File: src/rtl/station_arbiter_pkg.sv
// station_arbiter_pkg: shared width default, station indices and FSM state type.
package station_arbiter_pkg;
  localparam int WIDTH_DEF = 4;
  localparam logic [1:0] LIB = 2'd0;
  localparam logic [1:0] FIRE = 2'd1;
  localparam logic [1:0] SCHOOL = 2'd2;
  localparam logic [1:0] RIB = 2'd3;
  typedef enum logic {IDLE, SEND} state_t;
endpackage

File: src/rtl/station_arbiter_rr_pick.sv
// rr_pick: combinational round-robin pick of the first request after last_i, wrapping 3->0.
module rr_pick (
  input  logic [3:0] req_i,
  input  logic [1:0] last_i,
  output logic       any_o,
  output logic [1:0] win_o
);
  // Scan farthest-to-nearest so the closest request after last_i overwrites the others.
  always_comb begin
    any_o = 1'b0;
    win_o = last_i;
    for (int k = 4; k >= 1; k--) begin
      if (req_i[last_i + 2'(k)]) begin
        any_o = 1'b1;
        win_o = last_i + 2'(k);
      end
    end
  end
endmodule

File: src/rtl/station_arbiter.sv
// station_arbiter: round-robin merge of four station words into one valid/ready stream.
module station_arbiter
  import station_arbiter_pkg::*;
#(
  parameter int WIDTH = WIDTH_DEF
) (
  input  logic             clk,
  input  logic             rst_n,
  input  logic             enable,
  input  logic             lib_req,
  input  logic             fire_req,
  input  logic             school_req,
  input  logic             rib_req,
  input  logic [WIDTH-1:0] lib_data,
  input  logic [WIDTH-1:0] fire_data,
  input  logic [WIDTH-1:0] school_data,
  input  logic [WIDTH-1:0] rib_data,
  output logic [3:0]       src_ack,
  output logic [WIDTH-1:0] Y,
  output logic [1:0]       sel,
  output logic             valid,
  input  logic             ready,
  output logic [7:0]       xfer_count
);
  state_t state_q, state_d;
  logic [WIDTH-1:0] y_q, y_d, win_data;
  logic [1:0] sel_q, sel_d, last_q, last_d, win;
  logic [3:0] ack_q, ack_d, req_m;
  logic [7:0] xc_q, xc_d;
  logic any, grant, xfer;
  // A station acked this cycle may still hold its req; mask it to avoid a double grant.
  assign req_m = {rib_req, school_req, fire_req, lib_req} & ~ack_q;
  rr_pick u_pick (
    .req_i (req_m),
    .last_i(last_q),
    .any_o (any),
    .win_o (win)
  );
  assign win_data = (win == LIB) ? lib_data : (win == FIRE) ? fire_data :
                    (win == SCHOOL) ? school_data : rib_data;
  assign xfer  = (state_q == SEND) && ready;
  assign grant = enable && any && ((state_q == IDLE) || ready);
  always_comb begin
    state_d = grant ? SEND : xfer ? IDLE : state_q;
    y_d     = grant ? win_data : y_q;
    sel_d   = grant ? win : sel_q;
    last_d  = grant ? win : last_q;
    ack_d   = grant ? (4'b0001 << win) : 4'b0000;
    xc_d    = xfer ? xc_q + 8'd1 : xc_q;
  end
  always_ff @(posedge clk or negedge rst_n) begin
    if (!rst_n) begin
      state_q <= IDLE;
      y_q     <= '0;
      sel_q   <= LIB;
      last_q  <= RIB;
      ack_q   <= '0;
      xc_q    <= '0;
    end else begin
      state_q <= state_d;
      y_q     <= y_d;
      sel_q   <= sel_d;
      last_q  <= last_d;
      ack_q   <= ack_d;
      xc_q    <= xc_d;
    end
  end
  assign valid      = (state_q == SEND);
  assign Y          = y_q;
  assign sel        = sel_q;
  assign src_ack    = ack_q;
  assign xfer_count = xc_q;
endmodule

File: config.mk
export PLATFORM = sky130hd
export DESIGN_NAME = station_arbiter
export DESIGN_NICKNAME = d
export VERILOG_FILES = /design/src/rtl/station_arbiter_pkg.sv /design/src/rtl/station_arbiter_rr_pick.sv /design/src/rtl/station_arbiter.sv
export SDC_FILE = /design/constraint.sdc
export NUM_CORES = 1
export LEC_CHECK = 0
export CAP_MARGIN = 5
export CORE_ASPECT_RATIO = 1.75
export CORE_MARGIN = 10
export CORE_UTILIZATION = 40
export CTS_CLUSTER_DIAMETER = 100
export DETAILED_ROUTE_END_ITERATION = 6
export DONT_BUFFER_PORTS = 1
export SYNTH_ARGS = -nofsm -noshare
export SYNTH_HDL_FRONTEND = slang
export SYNTH_HIERARCHICAL = 1
export SYNTH_SLANG_ARGS = --single-unit
File: constraint.sdc
create_clock -name clk -period 2.4 [get_ports clk]
set_input_delay 0.36 -clock clk [delete_from_list [all_inputs] [get_ports clk]]
set_output_delay 0.36 -clock clk [all_outputs]
set_load 0.005 [all_outputs]
# Word-level counts from Yosys, hierarchy flattened
# Cells that the tools add are included.
# op_classes
addsub	4
mul	0
n_div	0
order_cmp	4
n_eq_ne	2
shifts	1
muxes	21
bitwise	3
reduce_logical	6
# op_table
cell	count
$mux 4	4
$lt 2x3->1 const B	4
$mux 1	10
$add 8x1->8 const B	1
$bmux 1 s2	4
$mux 2	3
$add 2x2->2 const B	2
$and 4x4->4	1
$not 4->4	1
$shl 1x2->4 const A	1
$logic_and 1x1->1	3
$add 2x1->2 const B	1
$eq 2x1->1 const B	1
$eq 2x2->1 const B	1
$logic_not 2->1	1
$reduce_bool 2->1	1
$logic_or 1x1->1	1
$not 1->1	1
# totals
ff_bits	21
latch_bits	0
ramBits	0
romBits	0
inputBits	24
output_inout_bits	19
word_cells	47
memories	0

# Depth between registers and ports, before layout
# logic_depth
word_depth	11
ltp_mapped	7
ltp_nobuf	6

# Hierarchy
# Netlist, hierarchy kept.
# modules_own_cells
module	n_inst	cells_each	area_per_inst_um2	seq_area_each_um2
station_arbiter	1	68	969.7	528.0
rr_pick	1	14	82.6	0.0

# Least setup slack after synthesis
# No wires, ideal clock.
# synth_timing
path_kind	flip-flop to flip-flop
from	reg last_q[1]
to	reg y_q[0] (netlist: Y[0])
setup_ps	125
arrival_time_ps	1847
required_ps	2275
slack_ps	428
path_stages_with_launch	7
path_buffers	1
period_less_slack_ps	1972
cell_sequence	dfstp_2 mux2i_1 nor2_1 a221o_1 buf_6 mux4_2 mux2_4
# synth_between
elab_chain_cells	10
word_cells_on_any_way	26
classes_between	add/sub (3); eq/ne (2); mux (18); reduce/logical (3)
# synth_lines
item	line	source
start: declaration	station_arbiter.sv:27	logic [1:0] sel_q, sel_d, last_q, last_d, win;
start signal: assignment	station_arbiter.sv:63	last_q <= last_d;
$add 2x2->2	station_arbiter_rr_pick.sv:13	if (req_i[last_i + 2'(k)]) begin
$bmux 1 s2	station_arbiter_rr_pick.sv:13	
$mux 1 (implied by the code)	station_arbiter_rr_pick.sv:13	
$mux 2 (2 in series)	station_arbiter_rr_pick.sv:13	
$mux 2 *	station_arbiter_rr_pick.sv:13	
net win[0]	station_arbiter.sv:27	
$eq 2x2->1	station_arbiter.sv:40	(win == SCHOOL) ? school_data : rib_data;
$mux 4	station_arbiter.sv:40	
$mux 4	station_arbiter.sv:39	assign win_data = (win == LIB) ? lib_data : (win == FIRE) ? fire_data :
$mux 4 *	station_arbiter.sv:39	
end signal: assignment	station_arbiter.sv:61	y_q <= y_d;
end: declaration	station_arbiter.sv:26	logic [WIDTH-1:0] y_q, y_d, win_data;
# The timed path passes the listed nets; every way through them passes the cells marked *. The select of a mux whose other input is x is not followed.
# A chain may end at the register's enable or synchronous reset.

# Worst setup path in the final report
# layout_timing
from	reg ack_q[3] (netlist: src_ack[3])
to	reg y_q[1] (netlist: Y[1])
# layout_between
elab_chain_cells	11
word_cells_on_any_way	25
classes_between	eq/ne (2); mux (18); bitwise (2); reduce/logical (3)
# layout_lines
item	line	source
start: declaration	station_arbiter.sv:28	logic [3:0] ack_q, ack_d, req_m;
start signal: assignment	station_arbiter.sv:64	ack_q <= ack_d;
$not 4->4 *	station_arbiter.sv:32	assign req_m = {rib_req, school_req, fire_req, lib_req} & ~ack_q;
$and 4x4->4 *	station_arbiter.sv:32	
net req_m[3]	station_arbiter.sv:28	
$bmux 1 s2	station_arbiter_rr_pick.sv:13	
$mux 1 (implied by the code)	station_arbiter_rr_pick.sv:13	
$mux 2 (2 in series)	station_arbiter_rr_pick.sv:13	
$mux 2 *	station_arbiter_rr_pick.sv:13	
net win[1]	station_arbiter.sv:27	
$eq 2x2->1	station_arbiter.sv:40	
$mux 4	station_arbiter.sv:40	
$mux 4	station_arbiter.sv:39	
$mux 4 *	station_arbiter.sv:39	
# Marks and branches as above.

==> summary.txt <==
Run status
  • Status: finished clean

STA
  • Period utilization: 90.2%
  • Worst Skew: 1.43 ps
  • Final hold violation count: 0
  • Max Clk Rate: 462 MHz
  • RSZ-0062 raised after global routing: false
  • Final setup vio count: 0
  • Sum Neg Setup Slack: 0 ps
  • Relative slew slack: 36.0%
  • Final hold slack: 244 ps
  • Fin crit period: 2170 ps
  • Worst Tran Pin Value: 957 ps
  • Final slew viol count: 0

Job
  • Max-cap violations: 0

Global routing
  • Total congestion overflow: 0
  • GRT Total Usage: 9.41%
  • Initial antenna violation count: 0
  • Vias in the first global route: 742
  • Largest net degree at the start of global routing: 22
  • First-pass GRT wire length: 3730 um

Finish
  • Final core occ: 44.2%
  • Ratio of cells with drive above 1 in the final layout: 26.2%
  • Final cell count without fillers: 110
  • Post-route cell area: 1110 um^2
  • Nets@finish: 110
  • Total of fill cells in the finished design: 248
  • Ant. Diodes: 0
  • Area grow syn2layout: 5.95%

Placement
  • Hpwl dp: 1810 um
  • Buffers added on ports: 0
  • Dpl cells: 105
  • Final GP Congestion: 0.649
  • Placed Area: 1060 um^2

Die
  • Initial core utilization: 41.7%
  • Core box area: 2520 um^2
  • Die area: 5160 um^2
  • Die H: 87.9 um
  • I/O pin cnt: 43
  • FP Rows: 24
  • Die width: 58.8 um

Drt
  • Via count: 648
  • Met2 routed WL: 1160 um
  • Via/cell ratio: 5.89
  • Initial drt markers: 23
  • Met1 WL: 783 um
  • Top Layer Used: met4
  • Post-DR wirelength/cell: 21.1 um
  • # DRC: 0
  • Total Wirelength: 2320 um
  • Metal3 WL: 324 um
  • DRT Pass-1 Iters: 2
  • Antenna Nets Post-Route: 0

Power and ir drop
  • LEAKAGE: 0.000498 uW
  • VDD IR max: 0.000552 V
  • Pwr dens: 1220 nW/um^2

Worst hold path
  • Worst hold start: enable
  • Hold-critical path endpoint: valid
  • Min-Delay Path Class: input pin to register
  • Hold path depth: 2

Logic synthesis
  • Yosys cell types: 30
  • Sequential-to-total area share from yosys stat: 50.2%
  • Cells after Synth: 82
  • Synth Net Count: 107
  • Mean Syn Cell Area: 12.8 um^2
  • #FFs+latches synth: 21
  • Synthesized area: 1050 um^2
  • Warnings, synthesis: 6

Clocking
  • Clock-pin slew on the worst setup and hold paths: 70 ps
  • CTS tree: done
  • Post-CTS setup buffers: 0
  • Bufs on Longest Clock Path: 2
  • Worst-Skew Late Latency: 260 ps
  • Sink Count: 21
  • H-Tree Level Count: 1
  • Root Driver: clkbuf_8
  • Num CTS Buffers: 3

Critical path
  • CP Capture Type: register
  • Top delay family on crit path: compound AO/OA/AOI/OAI gates
  • Flop2flop setup slack: 230 ps
  • R2R cell count: 5
  • Crit path max fanout: 10
  • Crit-path cells: nor2b_1, a31oi_1, a21oi_1, mux4_2, mux2_4
  • Required @ worst endpoint: 2550 ps
  • Reg2reg start: src_ack[3]
  • Slowest CP cell: a21oi_1
  • Critical path's largest stage delay: 570 ps
  • Critical Path Start Type: register
  • CP bufs+invs: 0
  • FF-to-FF End: Y[1]
  • Crit path DAT: 2310 ps
  • Crit Path Category: register to register
==> timing repair <==
item / 4_1_cts / 5_1_grt
hold buffers: 1 / 0
gates resized for setup: 0 / 1
endpoints found under the setup margin: 0 / 4
endpoints found under the hold margin: 21 / 0
==> cells in the mapped netlist <==
cell type,n,area share [%]
mux2_4,4,5.7
and4_1,1,0.83
o22ai_1,1,0.59
nand4_1,1,0.59
nor3_1,2,0.95
nand2b_1,2,1.2
buf_6,2,2.1
a31oi_1,1,0.59
buf_1,1,0.36
dfstp_2,2,5.0
and3_2,1,0.71
and3b_2,2,1.9
dfrtp_1,19,45
xnor2_1,5,4.2
nor2_1,2,0.71
mux2i_1,1,0.95
and3_1,1,0.59
nor3b_1,1,0.71
xor2_1,2,1.7
a221o_1,1,0.95
nand3_1,1,0.48
or4_1,1,0.71
ha_1,1,1.2
nor2b_1,5,3.0
inv_1,3,1.1
mux4_2,4,8.6
mux2_2,5,5.4
a21oi_1,2,0.95
and2b_1,1,0.71
nand2_1,7,2.5
==> cells by family (layout without fill, tap and decap cells) <==
logic type               count (synthesis)  count (layout)  synth area share (%)
AO/OA/AOI/OAI                            5               5                  3.09
XOR/XNOR                                 7               7                  5.83
adder cells (fa/ha/maj)                  1               1                  1.19
buffers and inverters                    6               8                  3.57
flip-flops                              21              21                  50.2
multiplexers                            14              14                  20.6
AND/OR/NAND/NOR                         28              28                  15.6
==> cell type report <==
class	count	area, um^2	share of cell area [%]
well taps	26	32.5	2.92
multi-input cells	55	488	43.8
clock buffers	4	45.0	4.04
inverters	3	11.3	1.01
repair buffers	1	10.0	0.898
flip-flops and latches	21	528	47.4
==> where the power goes <==
group / switching [uW] / internal (uW) / leakage [uW]
Sequential: 166 / 508 / 0.000258
Combinational: 185 / 277 / 0.000217
Clock: 107 / 118 / 0.0000228
==> cells in the final DEF, fill, tap and decap left out, drive strengths merged, types with 2 or more instances in the layout <==
cell     n
a21oi    2
and3     2
and3b    2
clkbuf   4
dfrtp   19
dfstp    2
inv      3
mux2     9
mux4     4
nand2    7
nand2b   2
nor2     2
nor2b    5
nor3     2
xnor2    5
xor2     2
==> worst max path at each step <==
stage | startpoint | end | slack [ps] | cells past startpoint
6_report | src_ack[3] | Y[1] | 230 | 5
5_1_grt | src_ack[3] | Y[3] | 90 | 5
4_1_cts | src_ack[3] | Y[2] | 110 | 6
3_5_place_dp | src_ack[3] | Y[1] | 140 | 6
3_3_place_gp | src_ack[3] | Y[0] | 200 | 6
2_1_floorplan | last_q[1] | Y[0] | 430 | 6
==> per-layer routing <==
| layer | track usage (%) | up-vias |
|---|---|---|
| met5 | 0 | - |
| li1 | - | 291 |
| met3 | 5.36 | 5 |
| met1 | 9.23 | 318 |
| met4 | 5.03 | 0 |
| met2 | 15.2 | 34 |
==> stage by stage <==
stage          total power (uW)  worst slack (ps)
6_report                   1360               234
5_1_grt                    1470              86.0
4_1_cts                    1380               110
3_5_place_dp               1140               138
3_3_place_gp               1130               200
2_1_floorplan              1060               428
==> worst register-to-register path, cell delays in order (launching register included) <==
cell and delay (ps):
dfrtp_1 410, nor2b_1 280, a31oi_1 130, a21oi_1 570, mux4_2 410, mux2_4 260
==> flip-flops by register name, summed over array words and instances (netlist names) <==
register    cells
sel             2
src_ack         4
xfer_count      8
last_q          2
Y               4
valid           1
Note: power is estimated with default switching activity, not from simulation.
==> variant: new RTL, config.mk and constraints unchanged <==
Make the reset (`rst_n`) synchronous in one clocked block.
--- a/src/rtl/station_arbiter.sv
+++ b/src/rtl/station_arbiter.sv
@@ -49,5 +49,5 @@
     xc_d    = xfer ? xc_q + 8'd1 : xc_q;
   end
-  always_ff @(posedge clk or negedge rst_n) begin
+  always_ff @(posedge clk) begin
     if (!rst_n) begin
       state_q <= IDLE;
Behaviour: differs if rst_n is asserted again (counterexample within 4 cycles, from zero or initial values and one cycle with rst_n low); with rst_n held inactive, the same outputs for 10 cycles.
==> variant against the unedited design <==
  * Synthesized area down 3.4%
  * Final area down 3.0%
  * Count of clock-buffer cells in the layout did not move
  * Clock skew increased by 0.0017 ns
  * Setup slack better by 0.12 ns
  * Sequential cell count is the same
  * Routed wire length is 7.5% higher
  * Worst hold slack worse by 0.064 ns
Power is not compared: it rests on default switching activity, and its combinational part moved more than twofold at a synthesized area within 25%.
==> variant: results (changes against the unedited design) <==
post-layout util=0.439 (-0.00294); Largest register FFs=8 (unchanged); vias in the first global route=872 (+18%); H-Tree Depth=1 (unchanged); Static Leak=0.376 nW; HP Class=in -> reg; crit path max fanout=9 (-1); flop2flop setup slack=0.35 ns (+0.12 ns); Layout Nets=137 (+25%); DR iter-0 viols=20 (-13%); skew final=0.00310 ns (+0.00166 ns); slew margin rel.=0.549 (+0.189); most frequent cells after synthesis=21 x dfxtp_1, 10 x nand2_1, 9 x a21oi_1; CTS Buffer Depth=2 (unchanged); global-route wire length before repair=4020 um (+7.9%); most area-consuming cells after synthesis=dfxtp_1 41%, mux4_2 8.9%, a21oi_1 4.4%, nand3_1 3.9%, nand2_1 3.7%; Post-synth ARST share=0 (-1.00); Antenna Cells=0 (unchanged); synth unique cells=36 (+20%); largest net degree at the start of global routing=13 (-41%); Remaining DRCs=0 (unchanged); Post-DP Area=1040 um2 (-2.1%); post-DP HPWL=2020 um (+11%); CTS root buf=clkbuf_8; Cells after DPL=133 (+27%); Seq/Total Area, Yosys=0.414 (-0.0880); syn avg cell area=9.24 um2 (-28%); antenna violations before repair=0 (unchanged); VDD IR max=0.306 mV; port bufs=0 (unchanged); clock latency on the worst-skew pair=0.25 ns; Critical Path Start=src_ack[3]; Critical Path End Type=register; FF-to-FF End=Y[0]; Ys Warns=6 (unchanged); outcome=completed; Routed WL per cell=18.2 um (-14%); routability cong.=0.718 (+11%); setup tns final=0 ns (unchanged); global router's overall resource usage=0.0973 (+0.00321); clock-pin slew on the worst setup and hold paths=0.07 ns (about the same); DR vias=822 (+27%); postcts setup bufs=0 (unchanged); post-DR vias/cell=6.00 (+1.9%); cells on worst reg2reg path=6 (+1); CTS Buf Count=3 (unchanged); 1st-pass router iterations=4 (+2); share of layout cells above drive strength 1=0.108 (-0.154); Post-CTS Resized=0 (unchanged)
==> variant: worst min-delay path by stage <==
stage | start | to | slack (ns) | cells after the start
3_5_place_dp | rst_n | last_q[0] | 0.45 | 1
2_1_floorplan | Y[0] | Y[0] | 0.46 | 2
6_report | rst_n | last_q[0] | 0.18 | 1
3_3_place_gp | rst_n | last_q[0] | 0.44 | 1
4_1_cts | rst_n | last_q[0] | 0.17 | 1
5_1_grt | rst_n | last_q[0] | 0.16 | 1
==> variant: worst max-delay path: stages, from the launching register on <==
cell and delay, ns:
dfxtp_1 0.34, nor2b_1 0.28, inv_1 0.07, o22ai_1 0.15
a221o_1 0.41, mux4_2 0.56, o2bb2ai_1 0.13
==> variant: layer usage <==
metal,vias to the layer above,share of wire,track usage
li1,400,-,-
met4,0,0.0092,0.0386
met5,-,0,0
met3,4,0.13,0.0571
met1,383,0.36,0.0929
met2,35,0.51,0.165
==> variant: layout make-up <==
type,count,area (um2)
well taps,26,32.5
multi-input cells,80,561
flip-flops and latches,21,420
fillers,261,1380
clock buffers,4,45.0
inverters,6,22.5
==> variant: power by group <==
group	leakage (nW)	internal (mW)	switching (mW)
combinational	0.182	0.0567	0.0563
sequential	0.171	0.370	0.0227
clock	0.0228	0.118	0.109
==> variant: cell families after synthesis <==
family	Yosys count	synth area share
adders and majority gates	1	0.0123
xor gates and xnor gates	2	0.0172
AOI/OAI and AO/OA	25	0.153
buffers and inverters	9	0.0345
and+or+nand+nor	46	0.261
muxes	6	0.108
DFF	21	0.414
==> variant: per-stage QoR <==
| step | total power, mW | setup WS (ns) |
|---|---|---|
| after floorplan | 0.497 | 0.539 |
| after global placement | 0.510 | 0.395 |
| after detailed placement | 0.515 | 0.305 |
| after CTS | 0.743 | 0.330 |
| after global routing | 0.780 | 0.169 |
| final | 0.732 | 0.354 |
